$ cat src/rtl/pipe_skid_stage_pkg.sv
// Shared types for the pipeline stage: occupancy states, bubble fill bit and
// the state-to-occupancy decode.
package pipe_skid_stage_pkg;

  typedef enum logic [1:0] {
    PS_EMPTY = 2'd0,
    PS_ONE   = 2'd1,
    PS_TWO   = 2'd2
  } pstate_t;

  localparam logic NOP_WORD = 1'b0;

  function automatic logic [1:0] occ_of(input pstate_t s);
    case (s)
      PS_ONE:  return 2'd1;
      PS_TWO:  return 2'd2;
      default: return 2'd0;
    endcase
  endfunction

endpackage

$ cat src/rtl/pipe_skid_stage_if.sv
// Valid/ready payload stream; master drives valid/data, slave drives ready.
interface pipe_skid_stage_if #(
  parameter int unsigned WIDTH = 32
);
  logic             valid;
  logic             ready;
  logic [WIDTH-1:0] data;

  modport master (output valid, output data, input ready);
  modport slave  (input valid, input data, output ready);
endinterface

$ cat src/rtl/pipe_skid_stage_sat_counter.sv
// Saturating up-counter: counts cycles with inc high, holds at all-ones,
// cleared only by synchronous reset.
module sat_counter #(
  parameter int unsigned W = 16
) (
  input  logic         CLK,
  input  logic         RST,
  input  logic         inc,
  output logic [W-1:0] count
);

  logic [W-1:0] count_q, count_d;

  always_comb begin
    count_d = count_q;
    if (inc && (count_q != '1)) count_d = count_q + 1'b1;
  end

  always_ff @(posedge CLK) begin
    if (RST) count_q <= '0;
    else     count_q <= count_d;
  end

  assign count = count_q;

endmodule

$ cat src/rtl/pipe_skid_stage.sv
// Parametrised pipeline stage register with valid/ready on both sides,
// optional 2-entry skid buffer, synchronous flush and stall-cycle counter.
module pipe_skid_stage
  import pipe_skid_stage_pkg::*;
#(
  parameter int unsigned      WIDTH     = 32,
  parameter int unsigned      SKID      = 1,
  parameter logic [WIDTH-1:0] FLUSH_VAL = {WIDTH{NOP_WORD}},
  parameter int unsigned      CNT_W     = 16
) (
  input  logic               CLK,
  input  logic               RST,
  input  logic               flush,
  pipe_skid_stage_if.slave   in_if,
  pipe_skid_stage_if.master  out_if,
  output logic [1:0]         occupancy,
  output logic [CNT_W-1:0]   stall_cnt
);

  pstate_t          state_q, state_d;
  logic [WIDTH-1:0] main_q, main_d;
  logic             out_valid, fire_in, fire_out;

  assign out_valid   = (state_q != PS_EMPTY);
  assign out_if.valid = out_valid;
  assign out_if.data  = main_q;
  assign fire_in     = in_if.valid & in_if.ready;
  assign fire_out    = out_valid & out_if.ready;
  assign occupancy   = occ_of(state_q);

  generate
    if (SKID != 0) begin : g_skid
      logic [WIDTH-1:0] skid_q, skid_d;

      // Ready is decoded from registered state only, breaking the
      // combinational out_ready -> in_ready path.
      assign in_if.ready = (state_q != PS_TWO);

      always_comb begin
        state_d = state_q;
        main_d  = main_q;
        skid_d  = skid_q;
        if (flush) begin
          state_d = PS_EMPTY;
          main_d  = FLUSH_VAL;
          skid_d  = FLUSH_VAL;
        end else begin
          case (state_q)
            PS_EMPTY: if (fire_in) begin
              state_d = PS_ONE;
              main_d  = in_if.data;
            end
            PS_ONE: begin
              if (fire_in && fire_out) begin
                main_d = in_if.data;
              end else if (fire_in) begin
                state_d = PS_TWO;
                skid_d  = in_if.data;
              end else if (fire_out) begin
                state_d = PS_EMPTY;
                main_d  = FLUSH_VAL;
              end
            end
            PS_TWO: if (fire_out) begin
              state_d = PS_ONE;
              main_d  = skid_q;
              skid_d  = FLUSH_VAL;
            end
            default: begin
              state_d = PS_EMPTY;
              main_d  = FLUSH_VAL;
              skid_d  = FLUSH_VAL;
            end
          endcase
        end
      end

      always_ff @(posedge CLK) begin
        if (RST) begin
          state_q <= PS_EMPTY;
          main_q  <= FLUSH_VAL;
          skid_q  <= FLUSH_VAL;
        end else begin
          state_q <= state_d;
          main_q  <= main_d;
          skid_q  <= skid_d;
        end
      end
    end else begin : g_plain
      assign in_if.ready = ~out_valid | out_if.ready;

      // With combinational ready, fire_in while full implies fire_out, so
      // the full state only ever replaces or drains.
      always_comb begin
        state_d = state_q;
        main_d  = main_q;
        if (flush) begin
          state_d = PS_EMPTY;
          main_d  = FLUSH_VAL;
        end else if (fire_in) begin
          state_d = PS_ONE;
          main_d  = in_if.data;
        end else if (fire_out) begin
          state_d = PS_EMPTY;
          main_d  = FLUSH_VAL;
        end
      end

      always_ff @(posedge CLK) begin
        if (RST) begin
          state_q <= PS_EMPTY;
          main_q  <= FLUSH_VAL;
        end else begin
          state_q <= state_d;
          main_q  <= main_d;
        end
      end
    end
  endgenerate

  sat_counter #(.W(CNT_W)) u_stall_cnt (
    .CLK   (CLK),
    .RST   (RST),
    .inc   (out_valid & ~out_if.ready),
    .count (stall_cnt)
  );

endmodule

$ cat src/flat_wrapper.sv
// flat-port wrapper written by rule: the top's interface ports become plain ports
module pipe_skid_stage_flat import pipe_skid_stage_pkg::*;
#(
  parameter int unsigned      WIDTH     = 32,
  parameter int unsigned      SKID      = 1,
  parameter logic [WIDTH-1:0] FLUSH_VAL = {WIDTH{NOP_WORD}},
  parameter int unsigned      CNT_W     = 16
)
  (CLK, RST, flush, occupancy, stall_cnt, in_if_valid, in_if_data, in_if_ready, out_if_valid, out_if_data, out_if_ready);
  pipe_skid_stage_if #(.WIDTH(WIDTH)) in_if_i ();
  pipe_skid_stage_if #(.WIDTH(WIDTH)) out_if_i ();
  input  logic CLK;
  input  logic RST;
  input  logic flush;
  output logic [1:0] occupancy;
  output logic [CNT_W-1:0] stall_cnt;
  input wire logic [$bits(in_if_i.valid)-1:0] in_if_valid;
  input wire logic [$bits(in_if_i.data)-1:0] in_if_data;
  output wire logic [$bits(in_if_i.ready)-1:0] in_if_ready;
  output wire logic [$bits(out_if_i.valid)-1:0] out_if_valid;
  output wire logic [$bits(out_if_i.data)-1:0] out_if_data;
  input wire logic [$bits(out_if_i.ready)-1:0] out_if_ready;
  assign in_if_i.valid = in_if_valid;
  assign in_if_i.data = in_if_data;
  assign in_if_ready = in_if_i.ready;
  assign out_if_valid = out_if_i.valid;
  assign out_if_data = out_if_i.data;
  assign out_if_i.ready = out_if_ready;
  pipe_skid_stage #(.WIDTH(WIDTH), .SKID(SKID), .FLUSH_VAL(FLUSH_VAL), .CNT_W(CNT_W)) u_core (.CLK(CLK), .RST(RST), .flush(flush), .in_if(in_if_i), .out_if(out_if_i), .occupancy(occupancy), .stall_cnt(stall_cnt));
endmodule
$ cat config.mk
export PLATFORM = sky130hd
export DESIGN_NAME = pipe_skid_stage_flat
export DESIGN_NICKNAME = d
export VERILOG_FILES = /design/src/rtl/pipe_skid_stage_pkg.sv /design/src/rtl/pipe_skid_stage_if.sv /design/src/rtl/pipe_skid_stage_sat_counter.sv /design/src/rtl/pipe_skid_stage.sv /design/src/flat_wrapper.sv
export SDC_FILE = /design/constraint.sdc
export NUM_CORES = 1
export LEC_CHECK = 0
export ABC_CLOCK_PERIOD_IN_PS = 5250
export CAP_MARGIN = 10
export CORE_MARGIN = 4
export CORE_UTILIZATION = 50
export DETAILED_ROUTE_END_ITERATION = 10
export HOLD_SLACK_MARGIN = 0.08
export MAX_ROUTING_LAYER = met4
export PLACE_DENSITY = 0.89
export SLEW_MARGIN = 5
export SYNTH_ARGS = -nofsm -noshare
export SYNTH_HDL_FRONTEND = slang
export SYNTH_HIERARCHICAL = 1
export SYNTH_SLANG_ARGS = --single-unit
$ cat constraint.sdc
create_clock -name CLK -period 5.25 [get_ports CLK]
set_input_delay 1.05 -clock CLK [delete_from_list [all_inputs] [get_ports CLK]]
set_output_delay 1.05 -clock CLK [all_outputs]
set_load 0.01 [all_outputs]
==> results, run 1 <==
- The run finished with clean final reports.
- The remaining antenna violation count after routing is 0.
- After filler insertion, the fill cell instance count of the layout stands at about 600.
- The worst min-delay path startpoint is u_core/g_skid.skid_q[30].
- The synthesized design contains between 80 and 90 register bits.
- The row count is 31.
- For hold timing, the worst endpoint is u_core/g_skid.skid_q[30].
- The first-pass GRT wire length is between 15 and 20 mm.
- The worst flop-to-flop path endpoint is u_core/u_stall_cnt/count[11].
- The fmax is about 310 MHz.
- Yosys mapped the design onto 42 distinct sky130hd cell types.
- Setup repair after global routing left no endpoint under its margin.
- The maximum fanout encountered on the critical timing path is 33.
- The post-synthesis cell count is ~450.
- Counting flops with a built-in enable in the synthesized netlist gives 0.
- STA classifies the critical path endpoint as an output port.
- The number of clock buffers added by TritonCTS is 9.
- During synthesis, Yosys emitted a total of 6 warnings.
- The die is between 90 and 100 um tall.
- The static power due to leakage is roughly 1.5 nW.
- The final layout contains between 500 and 600 nets.
- The master cell of the clock root buffer is sky130_fd_sc_hd__clkbuf_8.
- The flip-flop cell with the highest count after synthesis is sky130_fd_sc_hd__dfxtp_1.
- The sequential area share after synthesis is 0.442.
- At the end of routability-driven placement, the weighted congestion stood at 0.868.
- The post-synth net total is between 400 and 500.
- TritonCTS built the clock tree.
- The wire length per cell is roughly 16 um.
- The aggregate routed wire length is just over 10 mm.
- Buffers inserted to repair hold after CTS numbered 0.
- The count of final setup violators is 0.
- The final hold violation count was 0.
- The worst ir drop on vdd is approximately 200 uV.
- The clock arrives with between 0.01 and 0.015 ns of skew.
- The total core area is 7250 um2.
- Counting instances, the worst hold path has a depth of 2.
- The via count normalized by instance count is approximately 6.0.
- The H-tree generated during clock tree synthesis spans 3 levels.
- The finished cells cover 4830 um2.
- The most common library cell in the layout ignoring fill and taps is sky130_fd_sc_hd__nand2_1.
- The initial utilization of the core area, before any placement, comes to 0.512.
- The most critical setup path has its startpoint at u_core/state_q[0].
- Input and output buffers added on the ports amount to 88.
- The later pin in the worst-skew pair is clocked with a latency of approximately 0.35 ns.
- Clock-pin slew was measured on the worst setup and hold paths at around 0.080 ns.
- For this run the aggregate overflow at the end of global routing stands at 0.
- The min-delay analysis places its worst path in the category reg2reg.
- Entering global routing, the biggest net connects 67 pins.
- The worst setup path is of the reg2out kind.
- The number of instances resized during post-cts repair is 0.
- The overall die area is 8870 um2.
- Data on the critical path is required at its endpoint by 4.20 ns.
- Adding up every negative setup slack in the final design gives 0 ns.
- Relative to the synthesized area, the layout overhead comes to 30.0%.
- The reg-to-reg startpoint is u_core/state_q[1].
- The HPWL after detailed placement is approximately 6.4 mm.
- At the pin with the least slew margin, the transition time is around 1.1 ns.
- In this run the horizontal extent of the chip is 94.2 um.
- The pre-antenna-repair detailed-routing pass consisted of 5 iterations.
- The data arrival at the endpoint of the critical path is between 2 and 2.5 ns.
- The average instance area after synthesis is 8.30 um2.
- The routed design could run at a clock period as short as about 3.2 ns.
- The number of antenna violations at the first check in global routing came to 0.
- Of the available clock period, the critical path in the final layout requires 0.607.
- During I/O placement, the number of pins put on the boundary was between 80 and 90.
- Once placement finished, the instance area stood at between 4000 and 5000 um2.
- The total clock sinks is 82.
- Final hold analysis gives a worst-case slack of a little under 0.5 ns.
- The number of inserted diodes is 0.
- For this run, asynchronously set or reset flops after synthesis account for 0.
- The violation count after the first detailed-routing iteration is between 300 and 400.
- In the layout the commonest cells are 103 x sky130_fd_sc_hd__nand2_1, 87 x sky130_fd_sc_hd__clkdlybuf4s50_1, 82 x sky130_fd_sc_hd__dfxtp_1, 38 x sky130_fd_sc_hd__nand3_1, 37 x sky130_fd_sc_hd__nor3_1.
- The setup slack of the most critical reg-to-reg path is between 3 and 4 ns.
- The number of global-route vias before repair is 3532.
- Headroom to the max-slew limit came out at 0.288.
- Across every metal layer, demand over resource in global routing totals 0.237.
- The number of vias after detailed routing is between 3000 and 4000.
- The DRC violations left is 0.
- The share of post-route cells with drive strength above 1 is 0.0638.
- STA classifies the critical path startpoint as a register.
- The worst-case reg-to-reg path depth is 5.
- The clock passes through at most 2 buffers.
- The number of max-slew violations in the final report is 0.
- The ratio of total power to cell area is around 270 nW/um2.
- The post-CTS setup buffer count is 0.
- Max-cap violations in this run came to 0.
- The mapped netlist covers roughly 3700 um2.
## worst max path at each step
stage	endpoint	slack [ns]
floorplan	u_core/u_stall_cnt/count[7]	2.62
global placement	u_core/out_if.data[21]	1.82
detailed placement	u_core/out_if.data[6]	1.75
CTS	in_if_ready	2.06
global route	in_if_ready	1.94
finish	in_if_ready	2.07
## through the flow
| step | utilization | total power, W | setup WS, ns | cells |
|---|---|---|---|---|
| floorplan | - | 0.000712 | 2.62 | 447 |
| finish | 0.665 | 0.00131 | 2.07 | 616 |
| global placement | 0.632 | 0.000775 | 1.82 | 601 |
| CTS | 0.665 | 0.00132 | 2.06 | 616 |
| global route | 0.665 | 0.00136 | 1.94 | 616 |
| detailed placement | 0.632 | 0.000776 | 1.75 | 601 |
## power breakdown
part	switching (W)	internal (W)
Clock	0.000231	0.000317
Sequential	0.00000925	0.000633
Combinational	0.0000635	0.0000583
Total	0.000303	0.00101
## registers in the layout (all words and copies together), names as in the netlist
register	count
u_core/u_stall_cnt/count	16
u_core/g_skid.skid_q	32
u_core/state_q	2
u_core/out_if.data	32
## worst max-delay path, stage by stage (launching register included)
cell and delay, ns:
sky130_fd_sc_hd__dfxtp_1 0.51, sky130_fd_sc_hd__and2b_1 0.25, sky130_fd_sc_hd__inv_1 0.05, sky130_fd_sc_hd__buf_4 0.33, sky130_fd_sc_hd__clkdlybuf4s50_1 0.62
## synthesized netlist by cell type, types with 4 or more instances
master / instances / share of area
sky130_fd_sc_hd__or4_1: 7 / 0.014
sky130_fd_sc_hd__a21oi_1: 12 / 0.016
sky130_fd_sc_hd__dfxtp_1: 82 / 0.44
sky130_fd_sc_hd__clkbuf_1: 18 / 0.018
sky130_fd_sc_hd__inv_1: 5 / 0.0051
sky130_fd_sc_hd__nand2_1: 103 / 0.10
sky130_fd_sc_hd__nor3_1: 37 / 0.050
sky130_fd_sc_hd__nor2b_1: 5 / 0.0084
sky130_fd_sc_hd__a221o_1: 32 / 0.086
sky130_fd_sc_hd__nand3_1: 38 / 0.051
sky130_fd_sc_hd__buf_2: 14 / 0.019
sky130_fd_sc_hd__buf_6: 4 / 0.012
sky130_fd_sc_hd__o31ai_1: 6 / 0.012
sky130_fd_sc_hd__nor2_1: 9 / 0.0091
sky130_fd_sc_hd__o21ai_0: 5 / 0.0067
sky130_fd_sc_hd__a31oi_1: 32 / 0.054
## layout make-up
class / instances / area, um2 / share of cell area
Timing Repair Buffer: 94 / 921 / 0.191
Tap cell: 99 / 124 / 0.0257
Inverter: 5 / 18.8 / 0.00389
Sequential cell: 82 / 1640 / 0.340
Clock buffer: 9 / 124 / 0.0257
Clock inverter: 6 / 115 / 0.0239
Multi-Input combinational cell: 321 / 1880 / 0.390
## metal layers
layer  vias to the layer above  track usage  routed length [um]
met5                         -            -                   0
met4                         0        0.103                 214
met3                        18       0.0329                 794
met2                       189        0.376                4800
met1                      1728        0.301                4320
li1                       1771            -                   -
## logic make-up after synthesis
logic type,synth area share
flops,0.442
mux,0.00843
buf+inv,0.0573
fa+ha+maj,0.00337
xor+xnor,0.00472
simple gates,0.294
compound gates,0.190
Note: power is estimated with default switching activity, not from simulation.
==> run 2: changes to the inputs <==
--- a/config.mk
+++ b/config.mk
@@ -5,14 +5,14 @@
 export SDC_FILE = /design/constraint.sdc
 export NUM_CORES = 1
 export LEC_CHECK = 0
-export ABC_CLOCK_PERIOD_IN_PS = 5250
+export ABC_CLOCK_PERIOD_IN_PS = 2600
 export CAP_MARGIN = 10
 export CORE_MARGIN = 4
-export CORE_UTILIZATION = 50
+export CORE_UTILIZATION = 45
 export DETAILED_ROUTE_END_ITERATION = 10
 export HOLD_SLACK_MARGIN = 0.08
 export MAX_ROUTING_LAYER = met4
-export PLACE_DENSITY = 0.89
+export PLACE_DENSITY = 0.85
 export SLEW_MARGIN = 5
 export SYNTH_ARGS = -nofsm -noshare
 export SYNTH_HDL_FRONTEND = slang
==> constraint.sdc (replaced) <==
create_clock -name CLK -period 2.6 [get_ports CLK]
set_input_delay 0.52 -clock CLK [delete_from_list [all_inputs] [get_ports CLK]]
set_output_delay 0.52 -clock CLK [all_outputs]
set_load 0.01 [all_outputs]
==> run 2 against run 1 <==
Effect of this change: worst setup slack worse by 1.7 ns; utilization down 4.8 points; first-iteration DRC count is 1.5% lower; hold slack worse by 0.00068 ns; clock-buffer cell count grew 1; register-to-register slack lost 2.4 ns; clock power is 100% higher; sequential power rose by 100%; highest routed layer unchanged.
==> results, run 2 (synthesized netlist as in run 1, its figures left out) <==
- Based on the critical path, the design can be clocked at up to around 440 MHz.
- The ratio of final minimum period to clock period is 0.875.
- The final hold violation count is 0.
- The reg-to-reg startpoint is u_core/state_q[1].
- The number of iterations in the first detailed-routing pass is 5.
- For the worst setup path, the data required time is 2.08 ns.
- The remaining antenna violation count after routing is 0.
- After detailed placement, the design holds a cell count of roughly 610.
- The category of the critical setup timing path is reg2out.
- Data arrives at the worst endpoint at roughly 1.8 ns.
- The starting density of the core is 0.471.
- From synthesis to final layout, the design area changed by 31.1%.
- The flow ran to the end, and the final reports show no timing, DRC or antenna violations.
- For this block, the via count after detailed routing is roughly 3800.
- After the last flow step, the layout net total stands at around 560.
- The worst-case reg-to-reg path depth is 7.
- The static power due to leakage is around 1.5 nW.
- The share of post-route cells with drive strength above 1 is 0.0728.
- The min-delay analysis places its worst path in the category reg2reg.
- The startpoint of the most critical setup path is u_core/state_q[0].
- The slowest stage of the critical path is the sky130_fd_sc_hd__clkdlybuf4s50_1 cell.
- The clock period minus final worst setup slack is 2.28 ns.
- Port buffering added 88 buffers.
- In this run the deepest clock path goes through 2 buffers.
- The CTS tree is yes.
- The HPWL after detailed placement is between 6 and 7 mm.
- Setup repair after global routing left no endpoint under its margin.
- After clock tree synthesis, the clock-pin slew on the worst setup and hold paths is ~0.080 ns.
- Entering global routing, the biggest net connects 67 pins.
- The maximum cell stage delay along the critical path is ~0.56 ns.
- In this run the tightest slew margin relative to its limit is 0.543.
- The overflow left after global routing is 0.
- The capturing element of the worst setup path is in_if_ready.
- Summing internal, switching and leakage power gives 0.00266 W.
- The die is 98.8 um wide.
- The most common library cell in the layout ignoring fill and taps is sky130_fd_sc_hd__nand2_1.
- For this run, the total global-route usage over all layers was measured as 0.214.
- The number of instances resized during post-cts repair is 0.
- The worst ir drop on vdd is ~340 uV.
- The number of buffers added by the clock tree synthesis step is 9.
- The cell sitting at the root of the clock tree is a sky130_fd_sc_hd__clkbuf_8.
- In the routed design, unresolved DRC markers number 0.
- After routing, the total negative slack on setup checks comes to 0 ns.
- In the layout the commonest cells are 103 x sky130_fd_sc_hd__nand2_1, 87 x sky130_fd_sc_hd__clkdlybuf4s50_1, 82 x sky130_fd_sc_hd__dfxtp_1, 38 x sky130_fd_sc_hd__nand3_1, 37 x sky130_fd_sc_hd__nor3_1.
- The I/O pin count is between 80 and 90.
- The number of antenna violations at the first check in global routing is 0.
- The count of final setup violators is 0.
- The H-tree was split into 3 levels.
- The clock arrives with just over 0.009 ns of skew.
- The post-cts hold buffer count is 0.
- The maximum fanout encountered on the critical timing path is 10.
- The post-CTS setup buffer count is 0.
- Walking the worst path, the cells encountered are and2b_1, inv_1, clkdlybuf4s50_1.
- The first global-routing pass estimated 16.9 mm of wire.
- The insertion delay to the later sink of the worst-skew pair is 0.35 ns.
- The number of max-slew violations in the final report is 0.
- The total clock sinks is 82.
- In this run the standard cell core region covers 7890 um2.
- The launching element type of the critical path is a register.
- The via count normalized by instance count is 6.03.
- From bottom edge to top edge, the die measures just under 100 um.
- The final instance count without filler cells is between 600 and 700.
- The worst flop-to-flop path endpoint is u_core/u_stall_cnt/count[6].
- The endpoint type of the worst setup path is an output port.
- The worst register-to-register path has a setup slack of a little under 0.6 ns.
- The die covers between 9000 and 10000 um2.
- The measured slew at the worst slew-check pin is around 0.69 ns.
- The row count is 32.
- The violation count after the first detailed-routing iteration is approximately 330.
- The congestion estimate from routability-driven global placement came to just over 0.8.
- The repair_antennas step left the layout with diodes totalling 0.
- Power spread over the standard cell area amounts to between 500 and 600 nW/um2.
- Wires add up to 10.4 mm.
- The wire length per cell is between 15 and 20 um.
- The number of global-route vias before repair came to 3462.
- The max-cap violation count is 0.
-- run 2: changes by cell type in the layout (fill, tap and decap cells not counted) --
cell / previous run / this run
sky130_fd_sc_hd__clkinv_4: 1 / 0
sky130_fd_sc_hd__inv_8: 1 / 0
sky130_fd_sc_hd__clkbuf_8: 9 / 10
sky130_fd_sc_hd__clkinvlp_4: 0 / 1
sky130_fd_sc_hd__buf_4: 6 / 11
-- run 2: worst max-delay path: cells and delay by family, from the launching register on --
kind	cells	cell delay (ns)
AND/OR/NAND/NOR	1	0.26
buffers and inverters	2	0.65
flip-flops	1	0.50
-- run 2: worst min path at each step --
stage,from,endpoint,slack (ns),cells after the start
3_3_place_gp,u_core/g_skid.skid_q[21],u_core/g_skid.skid_q[21],0.47,2
6_report,u_core/out_if.data[23],u_core/out_if.data[23],0.49,1
5_1_grt,u_core/g_skid.skid_q[30],u_core/g_skid.skid_q[30],0.50,2
3_5_place_dp,u_core/out_if.data[23],u_core/out_if.data[23],0.47,1
2_1_floorplan,u_core/g_skid.skid_q[0],u_core/g_skid.skid_q[0],0.46,2
4_1_cts,u_core/g_skid.skid_q[4],u_core/g_skid.skid_q[4],0.49,2
-- run 2: stage by stage --
step	cell area (um2)	util	hold WS (ns)	setup WS, ns
final	4870	0.617	0.489	0.324
after global routing	4870	0.617	0.503	0.219
after CTS	4870	0.617	0.490	0.300
after detailed placement	4630	0.587	0.470	0.347
after global placement	4630	0.587	0.468	0.415
after floorplan	3710	-	0.458	0.499
-- run 2: cell type report --
type                    instances  area, um2
clock buffers                  10        138
repair buffers                 99        958
multi-input cells             321       1880
flip-flops and latches         82       1640
clock inverters                 5        103
fillers                       687       3020
inverters                       5       18.8
well taps                     102        128
-- run 2: metal layers --
layer  wire length (um)  vias up  share of wire  track usage
li1                   -     1772              -            -
met1               4520     1772           0.43        0.288
met2               4940      200           0.47        0.325
met3                860       19          0.082       0.0495
met4                123        0          0.012       0.0578
met5                  0        -              0            -
-- run 2: where the power goes --
part	switching, W	leakage (nW)	internal (W)
registers	0.0000189	0.664	0.00128
logic	0.000130	0.731	0.000121
clock network	0.000453	0.118	0.000658
total	0.000602	1.51	0.00206
